--- src/rtl/cs_pipe_sequencer_if.sv ---
// ---------------------------------------------------------------------------
// cs_pipe_sequencer_if
// Bundles every non-clock/reset signal of the center/scale sequencer.
//   s_*    : input sample stream (valid/ready)
//   cfg_*  : configuration load request and busy indication
//   dp_*   : issue/return port towards the fixed-latency datapath
//   m_*    : output FIFO stream (valid/ready)
//   err_sticky : [0] FIFO overflow, [1] datapath return with nothing in flight
// Modport slave is the sequencer's view; master is the environment's view.
// ---------------------------------------------------------------------------
interface cs_pipe_sequencer_if;
    logic        s_valid;
    logic        s_ready;
    logic [20:0] s_data;
    logic        cfg_we;
    logic [31:0] cfg_mean;
    logic [31:0] cfg_std;
    logic        cfg_busy;
    logic        dp_srdyi;
    logic [20:0] dp_x_adc;
    logic [31:0] dp_mean;
    logic [31:0] dp_std;
    logic [31:0] dp_result;
    logic        dp_srdyo;
    logic        m_valid;
    logic        m_ready;
    logic [31:0] m_data;
    logic [1:0]  err_sticky;

    modport slave (
        input  s_valid, s_data, cfg_we, cfg_mean, cfg_std, dp_result, dp_srdyo, m_ready,
        output s_ready, cfg_busy, dp_srdyi, dp_x_adc, dp_mean, dp_std, m_valid, m_data,
               err_sticky
    );

    modport master (
        output s_valid, s_data, cfg_we, cfg_mean, cfg_std, dp_result, dp_srdyo, m_ready,
        input  s_ready, cfg_busy, dp_srdyi, dp_x_adc, dp_mean, dp_std, m_valid, m_data,
               err_sticky
    );
endinterface

--- src/rtl/cs_pipe_sequencer.sv ---
// ---------------------------------------------------------------------------
// cs_pipe_sequencer
// Feeds the center/scale datapath (fixed LATENCY, no stall) from a valid/ready
// sample port, credit-limits issue so every result always has a slot in the
// output FIFO, and swaps mean/std only once the datapath has drained.
// Ports:
//   clk          posedge clock
//   GlobalReset  synchronous active-high reset, discards all in-flight data
//   bus          cs_pipe_sequencer_if.slave (sample in, config, datapath, FIFO out)
// Parameters:
//   LATENCY      cycles from dp_srdyi to dp_srdyo
//   OUT_DEPTH    output FIFO entries (power of 2, >= 2); also total credit
// ---------------------------------------------------------------------------
module cs_pipe_sequencer #(
    parameter int LATENCY   = 18,
    parameter int OUT_DEPTH = 4
) (
    input  logic               clk,
    input  logic               GlobalReset,
    cs_pipe_sequencer_if.slave bus
);

    localparam int PTR_W   = (OUT_DEPTH > 1) ? $clog2(OUT_DEPTH) : 1;
    localparam int CNT_W   = PTR_W + 1;
    // The pipe can never hold more than LATENCY issues, nor more than the credit.
    localparam int INF_MAX = (LATENCY < OUT_DEPTH) ? LATENCY : OUT_DEPTH;
    localparam int INF_W   = $clog2(INF_MAX + 1);

    localparam logic [CNT_W:0]   TOTAL_LIMIT = (CNT_W + 1)'(OUT_DEPTH);
    localparam logic [CNT_W-1:0] COUNT_FULL  = CNT_W'(OUT_DEPTH);
    localparam logic [CNT_W-1:0] CNT_ONE     = CNT_W'(1);
    localparam logic [PTR_W-1:0] PTR_ONE     = PTR_W'(1);
    localparam logic [INF_W-1:0] INF_ONE     = INF_W'(1);

    localparam logic [1:0] ST_RUN   = 2'd0;
    localparam logic [1:0] ST_DRAIN = 2'd1;
    localparam logic [1:0] ST_LOAD  = 2'd2;

    logic [1:0]       r_state;
    logic [1:0]       w_state_nxt;
    logic [31:0]      r_shadow_mean;
    logic [31:0]      r_shadow_std;
    logic [31:0]      r_dp_mean;
    logic [31:0]      r_dp_std;
    logic             r_dp_srdyi;
    logic [20:0]      r_dp_x_adc;
    logic [INF_W-1:0] r_inflight;
    logic [31:0]      r_mem [OUT_DEPTH];
    logic [PTR_W-1:0] r_wr_ptr;
    logic [PTR_W-1:0] r_rd_ptr;
    logic [CNT_W-1:0] r_count;
    logic [1:0]       r_err;

    logic [CNT_W:0]   w_total;
    logic             w_credit_ok;
    logic             w_s_ready;
    logic             w_accept;
    logic             w_stray;
    logic             w_ret;
    logic             w_m_valid;
    logic             w_full;
    logic             w_pop;
    logic             w_push_ok;
    logic             w_overflow;
    logic             w_drained;
    logic             w_cfg_take;

    // Credit, handshake and FIFO control decode.
    always_comb begin
        // r_inflight already contains an issue registered this cycle, so one accept
        // per cycle can never overcommit the FIFO.
        w_total     = {{(CNT_W + 1 - INF_W){1'b0}}, r_inflight} + {1'b0, r_count};
        w_credit_ok = (w_total < TOTAL_LIMIT);
        w_s_ready   = (r_state == ST_RUN) & w_credit_ok;
        w_accept    = bus.s_valid & w_s_ready;
        w_stray     = bus.dp_srdyo & (r_inflight == {INF_W{1'b0}});
        w_ret       = bus.dp_srdyo & ~w_stray;
        w_m_valid   = (r_count != {CNT_W{1'b0}});
        w_full      = (r_count == COUNT_FULL);
        w_pop       = bus.m_ready & w_m_valid;
        // A pop in the same cycle frees the slot, so a full FIFO still takes the push.
        w_push_ok   = bus.dp_srdyo & (~w_full | w_pop);
        w_overflow  = bus.dp_srdyo & w_full & ~w_pop;
        w_drained   = (r_inflight == {INF_W{1'b0}}) & ~r_dp_srdyi;
        w_cfg_take  = (r_state == ST_RUN) & bus.cfg_we;
    end

    // Next-state logic for the RUN / DRAIN / LOAD configuration FSM.
    always_comb begin
        w_state_nxt = r_state;
        case (r_state)
            ST_RUN: begin
                if (bus.cfg_we) begin
                    w_state_nxt = ST_DRAIN;
                end else begin
                    w_state_nxt = ST_RUN;
                end
            end
            ST_DRAIN: begin
                if (w_drained) begin
                    w_state_nxt = ST_LOAD;
                end else begin
                    w_state_nxt = ST_DRAIN;
                end
            end
            ST_LOAD: begin
                w_state_nxt = ST_RUN;
            end
            default: begin
                w_state_nxt = ST_RUN;
            end
        endcase
    end

    // FSM state register.
    always_ff @(posedge clk) begin
        if (GlobalReset) begin
            r_state <= ST_RUN;
        end else begin
            r_state <= w_state_nxt;
        end
    end

    // Shadow copy of a requested configuration; later requests while busy are ignored.
    always_ff @(posedge clk) begin
        if (GlobalReset) begin
            r_shadow_mean <= 32'd0;
            r_shadow_std  <= 32'd0;
        end else if (w_cfg_take) begin
            r_shadow_mean <= bus.cfg_mean;
            r_shadow_std  <= bus.cfg_std;
        end else begin
            r_shadow_mean <= r_shadow_mean;
            r_shadow_std  <= r_shadow_std;
        end
    end

    // Active configuration: copied on the DRAIN->LOAD edge, so the new values are
    // already stable for the whole LOAD cycle before issue resumes in RUN.
    always_ff @(posedge clk) begin
        if (GlobalReset) begin
            r_dp_mean <= 32'd0;
            r_dp_std  <= 32'd0;
        end else if ((r_state == ST_DRAIN) && w_drained) begin
            r_dp_mean <= r_shadow_mean;
            r_dp_std  <= r_shadow_std;
        end else begin
            r_dp_mean <= r_dp_mean;
            r_dp_std  <= r_dp_std;
        end
    end

    // Issue strobe and sample register towards the datapath.
    always_ff @(posedge clk) begin
        if (GlobalReset) begin
            r_dp_srdyi <= 1'b0;
            r_dp_x_adc <= 21'd0;
        end else if (w_accept) begin
            r_dp_srdyi <= 1'b1;
            r_dp_x_adc <= bus.s_data;
        end else begin
            r_dp_srdyi <= 1'b0;
            r_dp_x_adc <= r_dp_x_adc;
        end
    end

    // In-flight counter; a stray return does not decrement below zero.
    always_ff @(posedge clk) begin
        if (GlobalReset) begin
            r_inflight <= {INF_W{1'b0}};
        end else begin
            case ({w_accept, w_ret})
                2'b10:   r_inflight <= r_inflight + INF_ONE;
                2'b01:   r_inflight <= r_inflight - INF_ONE;
                default: r_inflight <= r_inflight;
            endcase
        end
    end

    // Output FIFO storage; cleared on reset so m_data reads zero afterwards.
    always_ff @(posedge clk) begin
        if (GlobalReset) begin
            for (int i = 0; i < OUT_DEPTH; i++) begin
                r_mem[i] <= 32'd0;
            end
        end else if (w_push_ok) begin
            r_mem[r_wr_ptr] <= bus.dp_result;
        end else begin
            r_mem[r_wr_ptr] <= r_mem[r_wr_ptr];
        end
    end

    // FIFO pointers and occupancy.
    always_ff @(posedge clk) begin
        if (GlobalReset) begin
            r_wr_ptr <= {PTR_W{1'b0}};
            r_rd_ptr <= {PTR_W{1'b0}};
            r_count  <= {CNT_W{1'b0}};
        end else begin
            if (w_push_ok) begin
                r_wr_ptr <= r_wr_ptr + PTR_ONE;
            end else begin
                r_wr_ptr <= r_wr_ptr;
            end
            if (w_pop) begin
                r_rd_ptr <= r_rd_ptr + PTR_ONE;
            end else begin
                r_rd_ptr <= r_rd_ptr;
            end
            case ({w_push_ok, w_pop})
                2'b10:   r_count <= r_count + CNT_ONE;
                2'b01:   r_count <= r_count - CNT_ONE;
                default: r_count <= r_count;
            endcase
        end
    end

    // Sticky error flags, cleared only by reset.
    always_ff @(posedge clk) begin
        if (GlobalReset) begin
            r_err <= 2'b00;
        end else begin
            r_err <= r_err | {w_stray, w_overflow};
        end
    end

    assign bus.s_ready    = w_s_ready;
    assign bus.cfg_busy   = (r_state != ST_RUN);
    assign bus.dp_srdyi   = r_dp_srdyi;
    assign bus.dp_x_adc   = r_dp_x_adc;
    assign bus.dp_mean    = r_dp_mean;
    assign bus.dp_std     = r_dp_std;
    assign bus.m_valid    = w_m_valid;
    assign bus.m_data     = r_mem[r_rd_ptr];
    assign bus.err_sticky = r_err;

endmodule

--- src/flat_wrapper.sv ---
// flat-port wrapper written by rule: the top's interface ports become plain ports
module cs_pipe_sequencer_flat 
#(
    parameter int LATENCY   = 18,
    parameter int OUT_DEPTH = 4
)
  (clk, GlobalReset, bus_s_valid, bus_s_data, bus_cfg_we, bus_cfg_mean, bus_cfg_std, bus_dp_result, bus_dp_srdyo, bus_m_ready, bus_s_ready, bus_cfg_busy, bus_dp_srdyi, bus_dp_x_adc, bus_dp_mean, bus_dp_std, bus_m_valid, bus_m_data, bus_err_sticky);
  cs_pipe_sequencer_if bus_i ();
  input  logic clk;
  input  logic GlobalReset;
  input wire logic [$bits(bus_i.s_valid)-1:0] bus_s_valid;
  input wire logic [$bits(bus_i.s_data)-1:0] bus_s_data;
  input wire logic [$bits(bus_i.cfg_we)-1:0] bus_cfg_we;
  input wire logic [$bits(bus_i.cfg_mean)-1:0] bus_cfg_mean;
  input wire logic [$bits(bus_i.cfg_std)-1:0] bus_cfg_std;
  input wire logic [$bits(bus_i.dp_result)-1:0] bus_dp_result;
  input wire logic [$bits(bus_i.dp_srdyo)-1:0] bus_dp_srdyo;
  input wire logic [$bits(bus_i.m_ready)-1:0] bus_m_ready;
  output wire logic [$bits(bus_i.s_ready)-1:0] bus_s_ready;
  output wire logic [$bits(bus_i.cfg_busy)-1:0] bus_cfg_busy;
  output wire logic [$bits(bus_i.dp_srdyi)-1:0] bus_dp_srdyi;
  output wire logic [$bits(bus_i.dp_x_adc)-1:0] bus_dp_x_adc;
  output wire logic [$bits(bus_i.dp_mean)-1:0] bus_dp_mean;
  output wire logic [$bits(bus_i.dp_std)-1:0] bus_dp_std;
  output wire logic [$bits(bus_i.m_valid)-1:0] bus_m_valid;
  output wire logic [$bits(bus_i.m_data)-1:0] bus_m_data;
  output wire logic [$bits(bus_i.err_sticky)-1:0] bus_err_sticky;
  assign bus_i.s_valid = bus_s_valid;
  assign bus_i.s_data = bus_s_data;
  assign bus_i.cfg_we = bus_cfg_we;
  assign bus_i.cfg_mean = bus_cfg_mean;
  assign bus_i.cfg_std = bus_cfg_std;
  assign bus_i.dp_result = bus_dp_result;
  assign bus_i.dp_srdyo = bus_dp_srdyo;
  assign bus_i.m_ready = bus_m_ready;
  assign bus_s_ready = bus_i.s_ready;
  assign bus_cfg_busy = bus_i.cfg_busy;
  assign bus_dp_srdyi = bus_i.dp_srdyi;
  assign bus_dp_x_adc = bus_i.dp_x_adc;
  assign bus_dp_mean = bus_i.dp_mean;
  assign bus_dp_std = bus_i.dp_std;
  assign bus_m_valid = bus_i.m_valid;
  assign bus_m_data = bus_i.m_data;
  assign bus_err_sticky = bus_i.err_sticky;
  cs_pipe_sequencer #(.LATENCY(LATENCY), .OUT_DEPTH(OUT_DEPTH)) u_core (.clk(clk), .GlobalReset(GlobalReset), .bus(bus_i));
endmodule
--- config.mk ---
export PLATFORM = sky130hd
export DESIGN_NAME = cs_pipe_sequencer_flat
export DESIGN_NICKNAME = d
export VERILOG_FILES = /design/src/rtl/cs_pipe_sequencer_if.sv /design/src/rtl/cs_pipe_sequencer.sv /design/src/flat_wrapper.sv
export SDC_FILE = /design/constraint.sdc
export NUM_CORES = 1
export LEC_CHECK = 0
export ABC_AREA = 1
export BUFFER_PORTS_ARGS = -buffer_cell sky130_fd_sc_hd__buf_2
export CORE_UTILIZATION = 30
export DETAILED_ROUTE_END_ITERATION = 12
export PLACE_DENSITY = 0.51
export SETUP_SLACK_MARGIN = 0.02
export SYNTH_ARGS = -nofsm -noshare
export SYNTH_HDL_FRONTEND = slang
export SYNTH_SLANG_ARGS = --single-unit
--- constraint.sdc ---
create_clock -name clk -period 10.45 [get_ports clk]
set_input_delay 0 -clock clk [delete_from_list [all_inputs] [get_ports clk]]
set_output_delay 0 -clock clk [all_outputs]
set_load 0.1 [all_outputs]
==> flow_metrics.tcl, run 1 <==
set metrics [dict create \
    syn_area_per_cell_um2 8.32 \
    finalSetupTns_ns 0 \
    post-cts-setup-buffer-count 0 \
    portBuffers 245 \
    clkLatencyLatePin_ns 0.53 \
    leakagePower_nw 7.40 \
    via_count 10300 \
    ff2ff_path_depth 5 \
    whs_path_depth 3 \
    placed_area_mm2 0.0137 \
    hold_path.class "input pin to flop" \
    drt_iter0_drc 508 \
    crit_required_ns 10.45 \
    fp-row-count 73 \
    die_h_um 203 \
    cts_max_path_buffers 3 \
    clock.fmax_mhz 337 \
    synthArstFlopShare_pct 0 \
    clockRootBuffer "clkbuf_16" \
    cp_max_fo 33 \
    detail_route.drc_violations 0 \
    clk_pin_slew_ns 0.06 \
    post-place-ws_ns 7.69 \
    whs_endpoint "u_core.bus.dp_srdyi$_SDFF_PP0_" \
    drive_gt1_share_pct 18.1 \
    wl_per_cell_um 14.2 \
    status "completed" \
    whs_ns 0.124 \
    endpoint_kind "primary output" \
    slew_headroom_pct 19.4 \
    critPathLaunchType "flop" \
    period_needed_ns 2.97 \
    synthesis.instances 1453 \
    grt_pass1_vias 9987 \
    grt_max_degree 118 \
    area_growth_pct 31.5 \
    synth_area_mm2 0.0121 \
    hold_viol_final 0 \
    yosysMostFrequentCell "nor2_1" \
    die-area_mm2 0.0411 \
    hpwl_um 19600 \
    grt_pass1_wl_um 51900 \
    core_mm2 0.0397 \
    r2r_end "u_core.r_shadow_std[21]$_SDFFE_PP0P_" \
    synth-seq-cells 294 \
    antennaDiodeCount 0 \
    worst_pin_slew_ns 1.21 \
    arrival_ns 2.97 \
    synth_seq_area_share_pct 59.3 \
    antenna_found_initial 2 \
    initial_core_util_pct 30.4 \
    peakVddDrop_uv 159 \
    synth_common_cells "446 x nor2_1, 169 x nand2_1, 168 x inv_1" \
    yosysTopAreaCell "edfxtp_1" \
    ys_types 27 \
    synth_nets 1582 \
    min_period_over_period_pct 28.4 \
    ant_nets 0 \
    setup_viol 0 \
    power_per_cell_area_mw_per_mm2 292 \
    min_from "bus_s_valid" \
    fin_util_pct 40.0 \
    drv_slew 0 \
    timing.critical_path.cells "buf_4 -> inv_1 -> o21ai_0 -> o22ai_1 -> buf_2" \
    path_class "flop to primary output" \
    wl_um 33000 \
    fin_nets 1908 \
    ys.flop_type "dfxtp_1" \
    grt_setup_unrepaired "no" \
    place_congestion 0.763 \
    dieWidth_um 203 \
    ctsHtreeMaxLevel 2 \
    critical_path.max_stage_delay_ns 0.86 \
    stdcell_area_mm2 0.0159 \
    synth-edff-count 128 \
    overflow 0 \
    cpMaxStageDelayCell "inv_1" \
    cts_tree "built" \
    drt_pass1_iterations 5 \
    r2r_setup_slack_ns 7.76 \
    synth_top_cells_by_area "edfxtp_1 32%, dfxtp_1 27%, nor2_1 14%" \
    max-cap-violations 0 \
    yosys_warnings 0 \
    fin_skew_ns 0.0110 \
    setup_slack_ns 7.48 \
    vias_per_cell 4.43 \
    numCtsBuffers 35 \
    clock-sinks 294 \
    yosysTopAreaCellShare_pct 31.8 \
    r2r-start "u_core.r_state[1]$_SDFF_PP0_" \
    track_usage_pct 15.8 \
    ios 246 \
]
## area by class of cell
type                            count  area, um^2
Tap cell                          525         657
Sequential cell                   294        7170
Clock buffer                       43         926
Inverter                          176         663
Multi-Input combinational cell    893        3870
Timing Repair Buffer              379        2530
Clock inverter                     13        73.8
Fill cell                        4111       23800
## kinds of logic after synthesis
family | after synthesis | synth area share [%]
buffers and inverters | 266 | 9.03
and+or+nand+nor | 680 | 22.0
AOI/OAI and AO/OA | 206 | 8.88
DFF | 294 | 59.3
adders and majority gates | 6 | 0.745
xor gates and xnor gates | 1 | 0.0725
## placed cells by master (no fill, tap or decap), types with 34 or more instances in the layout
master and count:
a21oi_1 34, buf_2 245, clkbuf_16 35, dfxtp_1 165
dlygate4sd3_1 121, edfxtp_1 128, inv_1 168, nand2_1 167
nor2_1 445, o21ai_0 136
## where the power goes
group          switching (mW)  leakage, nW  internal (mW)
logic                    1.70         4.20          0.364
registers              0.0869         2.71           1.40
clock network           0.471        0.492          0.626
total                    2.26         7.40           2.39
## registers in the layout, summed over array words and instances, names as in the netlist, 3 cells and up, named ones only
register,cells
u_core.r_inflight,3
u_core.r_shadow_std,32
u_core.r_shadow_mean,32
u_core.r_count,3
u_core.bus.dp_mean,32
u_core.r_mem,128
u_core.bus.dp_x_adc,21
u_core.bus.dp_std,32
## metrics by stage
| stage | power (mW) | std cells |
|---|---|---|
| after detailed placement | 3.55 | 2146 |
| final | 4.65 | 2323 |
| after floorplan | 3.20 | 1453 |
| after global routing | 4.89 | 2323 |
| after CTS | 4.70 | 2323 |
| after global placement | 3.53 | 2146 |
## what timing repair did
action / 4_1_cts / 5_1_grt
hold endpoints to repair: 224 / 0
hold buffers: 121 / 0
gates resized for setup: 0 / 0
## worst max-delay path, delay by kind of cell, from the launching register on
family | cells | cell delay [ns]
buf+inv | 3 | 1.61
compound gates | 2 | 0.52
flops | 1 | 0.29
## metal layers
layer  global-route usage (%)  wire length, um  vias to the layer above
met4                     5.13              704                        4
met1                     19.4            14300                     4740
met5                        0               27                        -
li1                         -                -                     5229
met2                     27.1            15800                      255
met3                     4.00             2170                       54
## worst max path at each step
stage	start	endpoint	slack (ns)	depth (start not counted)
global route	flop	bus_m_data[8]	7.22	5
floorplan	u_core.r_count[2]$_SDFFE_PP0P_	u_core.r_mem[0][0]$_SDFFCE_PN0P_	6.95	5
detailed placement	u_core.r_state[1]$_SDFF_PP0_	u_core.r_shadow_std[10]$_SDFFE_PP0P_	7.69	5
global placement	u_core.r_state[1]$_SDFF_PP0_	u_core.r_shadow_std[0]$_SDFFE_PP0P_	7.72	5
finish	flop	bus_m_data[26]	7.48	5
CTS	flop	bus_m_data[8]	7.35	5
No activity file was read; power rests on OpenSTA's default activity.
==> inputs of run 2 (changes only) <==
--- a/config.mk
+++ b/config.mk
@@ -5,7 +5,7 @@
 export SDC_FILE = /design/constraint.sdc
 export NUM_CORES = 1
 export LEC_CHECK = 0
-export ABC_AREA = 1
+export ABC_AREA = 0
 export BUFFER_PORTS_ARGS = -buffer_cell sky130_fd_sc_hd__buf_2
 export CORE_UTILIZATION = 30
 export DETAILED_ROUTE_END_ITERATION = 12
==> constraint.sdc (replaced) <==
create_clock -name clk -period 2.8 [get_ports clk]
set_input_delay 0 -clock clk [delete_from_list [all_inputs] [get_ports clk]]
set_output_delay 0 -clock clk [all_outputs]
set_load 0.1 [all_outputs]
==> flow_metrics.tcl, run 2 <==
set metrics [dict create \
    path_class "flop to flop" \
    endpoint_kind "flop" \
    track_usage_pct 16.2 \
    grt_max_degree 115 \
    synth-seq-cells 294 \
    drv_slew 0 \
    ctsHtreeMaxLevel 2 \
    ant_nets 0 \
    clockRootBuffer "clkbuf_16" \
    hold_path.class "input pin to flop" \
    r2r_end "u_core.r_inflight[2]$_SDFFE_PP0P_" \
    ys_types 42 \
    final_cell_mix "244 x buf_2, 165 x dfxtp_1, 136 x a21oi_1, 136 x dlygate4sd3_1, 129 x nand2_1" \
    status "completed" \
    syn_area_per_cell_um2 11.1 \
    grt_setup_unrepaired "no" \
    clkLatencyLatePin_ns 0.54 \
    via_count 9127 \
    fin_nets 1549 \
    setup_viol 0 \
    wl_um 32600 \
    synth_seq_area_share_pct 60.6 \
    wl_per_cell_um 16.6 \
    worst_pin_slew_ns 0.813 \
    numCtsBuffers 35 \
    hold_viol_final 0 \
    dieWidth_um 201 \
    cp_max_fo 8 \
    layoutNonFillerInstCount 1963 \
    synthArstFlopShare_pct 0 \
    top_register "u_core.r_mem" \
    hpwl_um 18500 \
    drive_gt1_share_pct 25.6 \
    synth_top_cells_by_area "edfxtp_1 33%, dfxtp_1 28%, and2_1 6.8%" \
    synth_area_mm2 0.0118 \
    cts_resized 0 \
    final_common_cell "buf_2" \
    min_period_over_period_pct 92.9 \
    cts_max_path_buffers 3 \
    die-area_mm2 0.0402 \
    place_congestion 0.733 \
    dp_cells 1765 \
    n_fill_cell 3808 \
    fp-row-count 72 \
    fin_skew_ns 0.0159 \
    die_h_um 201 \
    slew_headroom_pct 45.8 \
    post-cts-setup-buffer-count 0 \
    finalSetupTns_ns 0 \
    core_mm2 0.0387 \
    max-cap-violations 0 \
    clock.fmax_mhz 385 \
    yosysTopAreaCellShare_pct 32.5 \
    initial_core_util_pct 30.5 \
    crit_path_end "u_core.r_inflight[2]$_SDFFE_PP0P_" \
    cts_tree "built" \
    r2r-start "u_core.r_count[2]$_SDFFE_PP0P_" \
    synth-edff-count 128 \
    ff2ff_path_depth 10 \
    drt_iter0_drc 403 \
    arrival_ns 3.05 \
    ios 246 \
    crit_start "u_core.r_count[2]$_SDFFE_PP0P_" \
    antenna_found_initial 2 \
    r2r_setup_slack_ns 0.20 \
    period_needed_ns 2.60 \
    portBuffers 245 \
    overflow 0 \
    vias_per_cell 4.65 \
    grt_pass1_wl_um 51900 \
    critPathLaunchType "flop" \
    yosys_warnings 0 \
    clock-sinks 294 \
    yosysMostFrequentCell "dfxtp_1" \
    clk_pin_slew_ns 0.06 \
    synth_common_cells "166 x dfxtp_1, 136 x a21oi_1, 129 x nand2_1" \
    drt_pass1_iterations 4 \
    peakVddDrop_uv 464 \
    largest_register_ffs 128 \
    power_per_cell_area_mw_per_mm2 927 \
    leakagePower_nw 6.45 \
    synth_nets 1196 \
    area_growth_pct 36.4 \
    yosysTopAreaCell "edfxtp_1" \
    synthesis.instances 1067 \
    grt_pass1_vias 9390 \
    crit_required_ns 3.25 \
    detail_route.drc_violations 0 \
    ys.flop_type "dfxtp_1" \
]
-- run 2: changes by cell type after synthesis, sizes merged, moves of 43 or more --
cell,delta
a21oi,+102
and2,+128
inv,-166
o21ai,-71
nand2b,+43
nor2,-436
-- run 2: where the power goes --
part	switching [mW]	internal, mW
Clock	1.80	2.79
Combinational	4.02	1.19
Sequential	0.222	4.92
Total	6.04	8.90
-- run 2: logic make-up after synthesis --
group	synth area share, %
buffers and inverters	3.12
muxes	7.87
DFF	60.6
AOI/OAI and AO/OA	9.06
and+or+nand+nor	18.1
xor gates and xnor gates	0.444
adders and majority gates	0.762
-- run 2: critical path, cell delays in order, from the launching register on --
cell and delay (ns):
dfxtp_1 0.45, ha_1 0.27, or4_4 0.44, nor4b_4 0.30
inv_1 0.07, ha_1 0.22, inv_1 0.08, fa_1 0.17
xor2_1 0.08, or3_1 0.30, a21oi_1 0.14
-- run 2: worst min path at each step --
stage	from	to	slack, ns	depth (start not counted)
final	bus_cfg_we	u_core.r_shadow_mean[23]$_SDFFE_PP0P_	0.13	5
after detailed placement	bus_cfg_mean[15]	u_core.r_shadow_mean[15]$_SDFFE_PP0P_	0.25	3
after global routing	bus_cfg_we	u_core.r_shadow_mean[23]$_SDFFE_PP0P_	0.13	5
after CTS	bus_cfg_we	u_core.r_shadow_mean[23]$_SDFFE_PP0P_	0.11	5
after global placement	bus_cfg_std[13]	u_core.r_shadow_std[13]$_SDFFE_PP0P_	0.24	3
after floorplan	bus_cfg_mean[0]	u_core.r_shadow_mean[0]$_SDFFE_PP0P_	0.14	2
-- run 2: layout make-up --
cell class	count	area (um^2)	share of cell area [%]
inverters	8	30.0	0.186
diodes	1	2.50	0.0155
flip-flops and latches	294	7170	44.4
clock inverters	16	169	1.05
clock buffers	45	998	6.19
multi-input cells	680	4330	26.9
repair buffers	401	2780	17.2
well taps	518	648	4.02
-- run 2: routing by layer --
metal / GRT usage, % / share of wire [%] / wire [um]
met1: 19.5 / 41 / 13500
met2: 27.1 / 49 / 15800
met5: 0 / 0.055 / 18
met4: 5.26 / 2.5 / 827
met3: 5.58 / 7.3 / 2380
-- run 2: through the flow --
stage               setup slack, ns  utilization (%)  hold WS [ns]  instance area (um^2)  power [mW]
global placement              0.277             35.1         0.242                 13600        10.3
finish                        0.200             41.6         0.126                 16100        14.9
detailed placement            0.206             35.1         0.248                 13600        10.3
floorplan                     0.102                -         0.136                 11800        9.22
global route                 0.0322             41.6         0.130                 16100        15.6
CTS                           0.185             41.6         0.110                 16100        15.2
-- run 2: repair_timing --
item                                    4_1_cts  5_1_grt
endpoints found under the hold margin       238        0
hold buffers                                136        0
endpoints found under the setup margin        0        0
